`src/rtl/alu_pkg.sv`:
```
// rtl/alu_pkg.sv - ALU opcodes, arbiter FSM states and opcode legality helper
package alu_pkg;

  localparam logic [3:0] ALU_ADD  = 4'd0;
  localparam logic [3:0] ALU_SUB  = 4'd1;
  localparam logic [3:0] ALU_XOR  = 4'd2;
  localparam logic [3:0] ALU_OR   = 4'd3;
  localparam logic [3:0] ALU_AND  = 4'd4;
  localparam logic [3:0] ALU_SLL  = 4'd5;
  localparam logic [3:0] ALU_SRL  = 4'd6;
  localparam logic [3:0] ALU_SRA  = 4'd7;
  localparam logic [3:0] ALU_SLT  = 4'd8;
  localparam logic [3:0] ALU_SLTU = 4'd9;
  localparam logic [3:0] ALU_EQL  = 4'd10;
  localparam logic [3:0] ALU_NEQ  = 4'd11;
  localparam logic [3:0] ALU_GTE  = 4'd12;
  localparam logic [3:0] ALU_GTEU = 4'd13;
  localparam logic [3:0] ALU_ERR  = 4'd15;

  typedef enum logic [1:0] {
    ST_IDLE = 2'd0,
    ST_EXEC = 2'd1,
    ST_RESP = 2'd2
  } state_t;

  // Opcodes 14 and 15 have no ALU meaning
  function automatic logic is_illegal_op(input logic [3:0] op);
    return (op == 4'd14) || (op == ALU_ERR);
  endfunction

endpackage

```
`src/rtl/rr_arbiter.sv`:
```
// rtl/rr_arbiter.sv - combinational round-robin pick starting at the rotating pointer
module rr_arbiter #(
  parameter int NUM_REQ = 2,
  parameter int ID_W    = 1
) (
  input  logic [NUM_REQ-1:0] i_req,
  input  logic [ID_W-1:0]    i_rr_ptr,
  output logic [NUM_REQ-1:0] o_grant,
  output logic [ID_W-1:0]    o_grant_idx,
  output logic               o_any_grant
);

  always_comb begin
    o_grant     = '0;
    o_grant_idx = '0;
    o_any_grant = 1'b0;
    for (int k = 0; k < NUM_REQ; k++) begin
      int j;
      j = int'(i_rr_ptr) + k;
      if (j >= NUM_REQ) j = j - NUM_REQ;
      if (!o_any_grant && i_req[j]) begin
        o_any_grant = 1'b1;
        o_grant_idx = ID_W'(j);
        o_grant[j]  = 1'b1;
      end
    end
  end

endmodule

```
`src/rtl/alu_share_arbiter.sv`:
```
// rtl/alu_share_arbiter.sv - round-robin sharing of one registered ALU between NUM_REQ requesters
// Optional illegal-opcode flagging under macro ALU_OP_CHECK_EN.
module alu_share_arbiter
  import alu_pkg::*;
#(
  parameter int NUM_REQ = 2,
  parameter int ID_W    = 1
) (
  input  logic                    clk,
  input  logic                    reset_n,
  input  logic [NUM_REQ-1:0]      req_valid,
  output logic [NUM_REQ-1:0]      req_ready,
  input  logic [4*NUM_REQ-1:0]    req_op,
  input  logic [32*NUM_REQ-1:0]   req_a,
  input  logic [32*NUM_REQ-1:0]   req_b,
  output logic                    rsp_valid,
  input  logic                    rsp_ready,
  output logic [ID_W-1:0]         rsp_id,
  output logic [31:0]             rsp_data,
  output logic                    rsp_err,
  output logic [31:0]             alu_in_1,
  output logic [31:0]             alu_in_2,
  output logic [3:0]              alu_op,
  input  logic [31:0]             alu_out
);

  state_t            r_state;
  logic [ID_W-1:0]   r_rr_ptr;
  logic [ID_W-1:0]   r_id;
  logic [3:0]        r_op;
  logic [31:0]       r_a;
  logic [31:0]       r_b;
  logic [31:0]       r_rsp_data;
  logic              r_rsp_valid;

  logic [NUM_REQ-1:0] w_grant;
  logic [ID_W-1:0]    w_grant_idx;
  logic               w_any_grant;

  rr_arbiter #(
    .NUM_REQ (NUM_REQ),
    .ID_W    (ID_W)
  ) u_rr_arbiter (
    .i_req       (req_valid),
    .i_rr_ptr    (r_rr_ptr),
    .o_grant     (w_grant),
    .o_grant_idx (w_grant_idx),
    .o_any_grant (w_any_grant)
  );

  // Grant is only visible while idle and out of reset
  assign req_ready = w_grant & {NUM_REQ{(r_state == ST_IDLE) && reset_n}};

`ifdef ALU_OP_CHECK_EN
  logic r_rsp_err;
  assign rsp_err = r_rsp_err;
`else
  assign rsp_err = 1'b0;
`endif

  always_ff @(posedge clk or negedge reset_n) begin
    if (!reset_n) begin
      r_state     <= ST_IDLE;
      r_rr_ptr    <= '0;
      r_id        <= '0;
      r_op        <= '0;
      r_a         <= '0;
      r_b         <= '0;
      r_rsp_data  <= '0;
      r_rsp_valid <= 1'b0;
`ifdef ALU_OP_CHECK_EN
      r_rsp_err   <= 1'b0;
`endif
    end else begin
      case (r_state)
        ST_IDLE: begin
          if (w_any_grant) begin
            r_op     <= req_op[{w_grant_idx, 2'b00} +: 4];
            r_a      <= req_a[{w_grant_idx, 5'b00000} +: 32];
            r_b      <= req_b[{w_grant_idx, 5'b00000} +: 32];
            r_id     <= w_grant_idx;
            r_rr_ptr <= (w_grant_idx == ID_W'(NUM_REQ - 1)) ? '0 : w_grant_idx + ID_W'(1);
            r_state  <= ST_EXEC;
          end
        end
        ST_EXEC: begin
`ifdef ALU_OP_CHECK_EN
          if (is_illegal_op(r_op)) begin
            r_rsp_data <= '0;
            r_rsp_err  <= 1'b1;
          end else begin
            r_rsp_data <= alu_out;
            r_rsp_err  <= 1'b0;
          end
`else
          r_rsp_data <= alu_out;
`endif
          r_rsp_valid <= 1'b1;
          r_state     <= ST_RESP;
        end
        ST_RESP: begin
          if (rsp_ready) begin
            r_rsp_valid <= 1'b0;
            r_state     <= ST_IDLE;
          end
        end
        default: begin
          r_rsp_valid <= 1'b0;
          r_state     <= ST_IDLE;
        end
      endcase
    end
  end

  assign rsp_valid = r_rsp_valid;
  assign rsp_id    = r_id;
  assign rsp_data  = r_rsp_data;
  assign alu_op    = r_op;
  assign alu_in_1  = r_a;
  assign alu_in_2  = r_b;

endmodule

```
`config.mk`:
```
export PLATFORM = sky130hd
export DESIGN_NAME = alu_share_arbiter
export DESIGN_NICKNAME = d
export VERILOG_FILES = /design/src/rtl/alu_pkg.sv /design/src/rtl/rr_arbiter.sv /design/src/rtl/alu_share_arbiter.sv
export SDC_FILE = /design/constraint.sdc
export NUM_CORES = 1
export LEC_CHECK = 0
export CORE_MARGIN = 3
export CORE_UTILIZATION = 42
export DETAILED_ROUTE_END_ITERATION = 6
export HOLD_SLACK_MARGIN = 0.06
export PLACE_DENSITY = 0.87
export SLEW_MARGIN = 20
export SYNTH_ARGS = -nofsm -noshare
export SYNTH_HDL_FRONTEND = slang
export SYNTH_SLANG_ARGS = --single-unit
```
`constraint.sdc`:
```
create_clock -name clk -period 2.1 [get_ports clk]
set_input_delay 0.21 -clock clk [delete_from_list [all_inputs] [get_ports clk]]
set_output_delay 0.21 -clock clk [all_outputs]
set_load 0.02 [all_outputs]
```
==> run_results.csv <==
group,metric,value,unit
clock_network,cts_sinks,105,
global_routing,first_global_vias,5252,
placed_design,post-place-cells,861,
setup_path,critPathLaunchType,"register",
logic_synthesis,synthTopCellsByArea,"dfrtp_1 (54%), a31oi_1 (7.6%), mux2_2 (7.4%)",
global_routing,grt_overflow,0,
clock_network,cts-root-buf,"clkbuf_16",
setup_path,path_class,"reg -> out",
global_routing,grt_max_degree,76,
pwr,p_leak,3.10,nW
logic_synthesis,synth_area,4880,um^2
sta,finalWorstSetupSlack,0.219,ns
logic_synthesis,seq_area_frac_synth,53.8,%
logic_synthesis,synth_top_area_share,53.8,%
routing,postRouteAntennaNets,0,
min_path,min_to,"rsp_id$_DFFE_PN0P_",
sta,finalSetupViolations,0,
sta,finalHoldViolations,0,
sta,finalCritPeriodShare,89.6,%
pwr,power_density,1490,nW/um^2
setup_path,crit_required,1.89,ns
routing,routed_wl,17700,um
routing,drt_iter0_drc,448,
layout,fill_cells,787,
logic_synthesis,yosysWarnings,0,
global_routing,grt_usage,26.8,%
global_routing,grt_pass1_wl,27400,um
setup_path,arrival,1.67,ns
setup_path,r2r_start,"r_rr_ptr$_DFFE_PN0P_",
sta,maxSlewViolCount,0,
logic_synthesis,netlist.top_cell.by_area,"dfrtp_1",
setup_path,crit_path_max_fanout,5,
sta,max_slew_margin,36.0,%
layout,diodes,0,
sta,rsz0062_at_grt,"no",
status,status,"finished clean",
placed_design,dpl_worst_slack,0.114,ns
min_path,hp-class,"in -> reg",
logic_synthesis,synth_most_common_cell,"dfrtp_1",
clock_network,clockBufferDepth,2,
placed_design,port_buffers,276,
floorplan,core.rowCount,38,
sta,tns,0,ns
clock_network,path_clk_slew,0.07,ns
setup_path,rr_worst_depth,4,
logic_synthesis,synth-seq-cells,105,
sta,worst_pin_slew,0.960,ns
logic_synthesis,synth_area_per_cell,10.0,um^2
setup_path,r2r_setup_slack,0.39,ns
placed_design,gp_congestion,0.796,
layout,syn2layout_area_growth,64.8,%
logic_synthesis,synthTopCellsByCount,"dfrtp_1 (105), a21oi_1 (70), nand3_1 (69), o21ai_0 (69), a31oi_1 (59)",
sta,clock_skew,0.00647,ns
routing,vias_per_cell,5.87,
clock_network,tritoncts,"done",
floorplan,fp.dieArea,13000,um^2
floorplan,fp.dieH,114,um
routing,vias,5158,
routing,dr.pass1.iters,5,
floorplan,initial_core_util,44.1,%
layout,multi_input_area,1990,um^2
floorplan,fp.coreArea,11100,um^2
logic_synthesis,synthesis.nets,661,
clock_network,cts_buffers,9,
pwr,total_power,11.9,mW
logic_synthesis,synth_edf_count,0,
logic_synthesis,yosys_most_used_dff,"dfrtp_1",
clock_network,insertion_delay,0.34,ns
run,drv_cap,0,
sta,fin_hold_ws,0.342,ns
min_path,holdPathStages,4,
clock_network,post_cts_buffers,0,
global_routing,antenna_found_initial,0,
pwr,ir_worst_vdd,946,uV
clock_network,h-tree-depth,3,
layout,final_cells,878,
setup_path,critPathCaptureType,"primary output",
layout,final_nets,906,
setup_path,reg2reg_to,"alu_in_2[9]$_DFFE_PN0P_",
logic_synthesis,netlist_instances,488,
placed_design,hpwl,12700,um
min_path,hp-start,"req_valid[1]",
layout,final_layout_size_suffix_gt1_share,11.2,%
layout,regArea,2630,um^2
floorplan,die_w,114,um
sta,fmax,532,MHz
routing,drc_errors,0,
routing,routedWlPerCell,20.1,um
sta,period_minus_slack,1.88,ns
logic_synthesis,synthArstFlopShare,100,%
floorplan,ios,278,
logic_synthesis,synth.distinct_cells,25,
## critical path, stage by stage, from the launching register on
cell and delay, ns:
dfrtp_1 0.41, and2b_2 0.25, nor2_1 0.14, and3_1 0.16, dlygate4sd2_1 0.37
## cell type report
cell class | instances | area share [%]
clock buffer | 9 | 2.80
clock inverter | 7 | 0.949
inverter | 1 | 0.0467
multi-input combinational | 323 | 24.8
sequential | 105 | 32.7
tap | 140 | 2.18
timing repair buffer | 293 | 36.6
## sequential cells by signal (all words and copies together), names as in the netlist
| name | cells |
|---|---|
| rsp_id | 1 |
| r_rr_ptr | 1 |
| r_state | 2 |
| rsp_data | 32 |
| alu_op | 4 |
| alu_in_1 | 32 |
| rsp_valid | 1 |
| alu_in_2 | 32 |
## layout by cell type, fill, tap and decap left out, drive strengths merged
cell,instances
a21o,1
a21oi,70
a22o,1
a31oi,69
and2,1
and2b,1
and3,1
buf,18
bufinv,1
clkbuf,9
clkdlybuf4s50,272
clkinv,2
clkinvlp,2
conb,1
dfrtp,105
dlygate4sd2,2
dlygate4sd3,1
inv,3
mux2,32
nand2,1
nand2b,1
nand3,69
nor2,3
nor2b,1
o21a,1
o21ai,69
or2,1
## cells by family (layout without fill, tap and decap cells)
| group | Yosys count | after routing | share of synthesized area [%] |
|---|---|---|---|
| AO/OA/AOI/OAI | 211 | 211 | 24.9 |
| flip-flops | 105 | 105 | 53.8 |
| AND/OR/NAND/NOR | 79 | 79 | 8.18 |
| buffers and inverters | 60 | 310 | 5.67 |
| multiplexers | 32 | 32 | 7.38 |
| other | 1 | 1 | 0.0768 |
## per-stage QoR
stage	area [um^2]	util, %
2_1_floorplan	4880	-
3_3_place_gp	7740	69.8
3_5_place_dp	7740	69.8
4_1_cts	8050	72.6
5_1_grt	8050	72.6
6_report	8050	72.6
## metal layers
layer  share of wire, %  GRT usage [%]  wire length [um]
met5                  0              0                 0
met4                3.7           12.7               649
met3                9.4           6.21              1660
met2                 50           47.1              8910
met1                 36           30.7              6430
## timing repair
action | 4_1_cts | 5_1_grt
hold buffers | 1 | 0
hold endpoints to repair | 30 | 0
setup endpoints to repair | 2 | 0
resized for setup | 2 | 0
## report_power, final
part	internal [mW]	total, mW	switching (mW)
clock network	0.934	1.71	0.776
registers	3.07	3.67	0.599
logic	3.11	6.57	3.46
## worst max-delay path by stage
stage                           start      endpoint  slack [ns]  cells after the start
2_1_floorplan  r_state[1]$_DFFE_PN0P_  req_ready[0]        0.36                      5
3_3_place_gp             req_valid[0]  req_ready[1]        0.14                      5
3_5_place_dp             req_valid[0]  req_ready[1]        0.11                      5
4_1_cts          r_rr_ptr$_DFFE_PN0P_  req_ready[1]        0.21                      4
5_1_grt          r_rr_ptr$_DFFE_PN0P_  req_ready[1]        0.15                      4
6_report         r_rr_ptr$_DFFE_PN0P_  req_ready[1]        0.22                      4
Power figures use the tool's default switching activity.
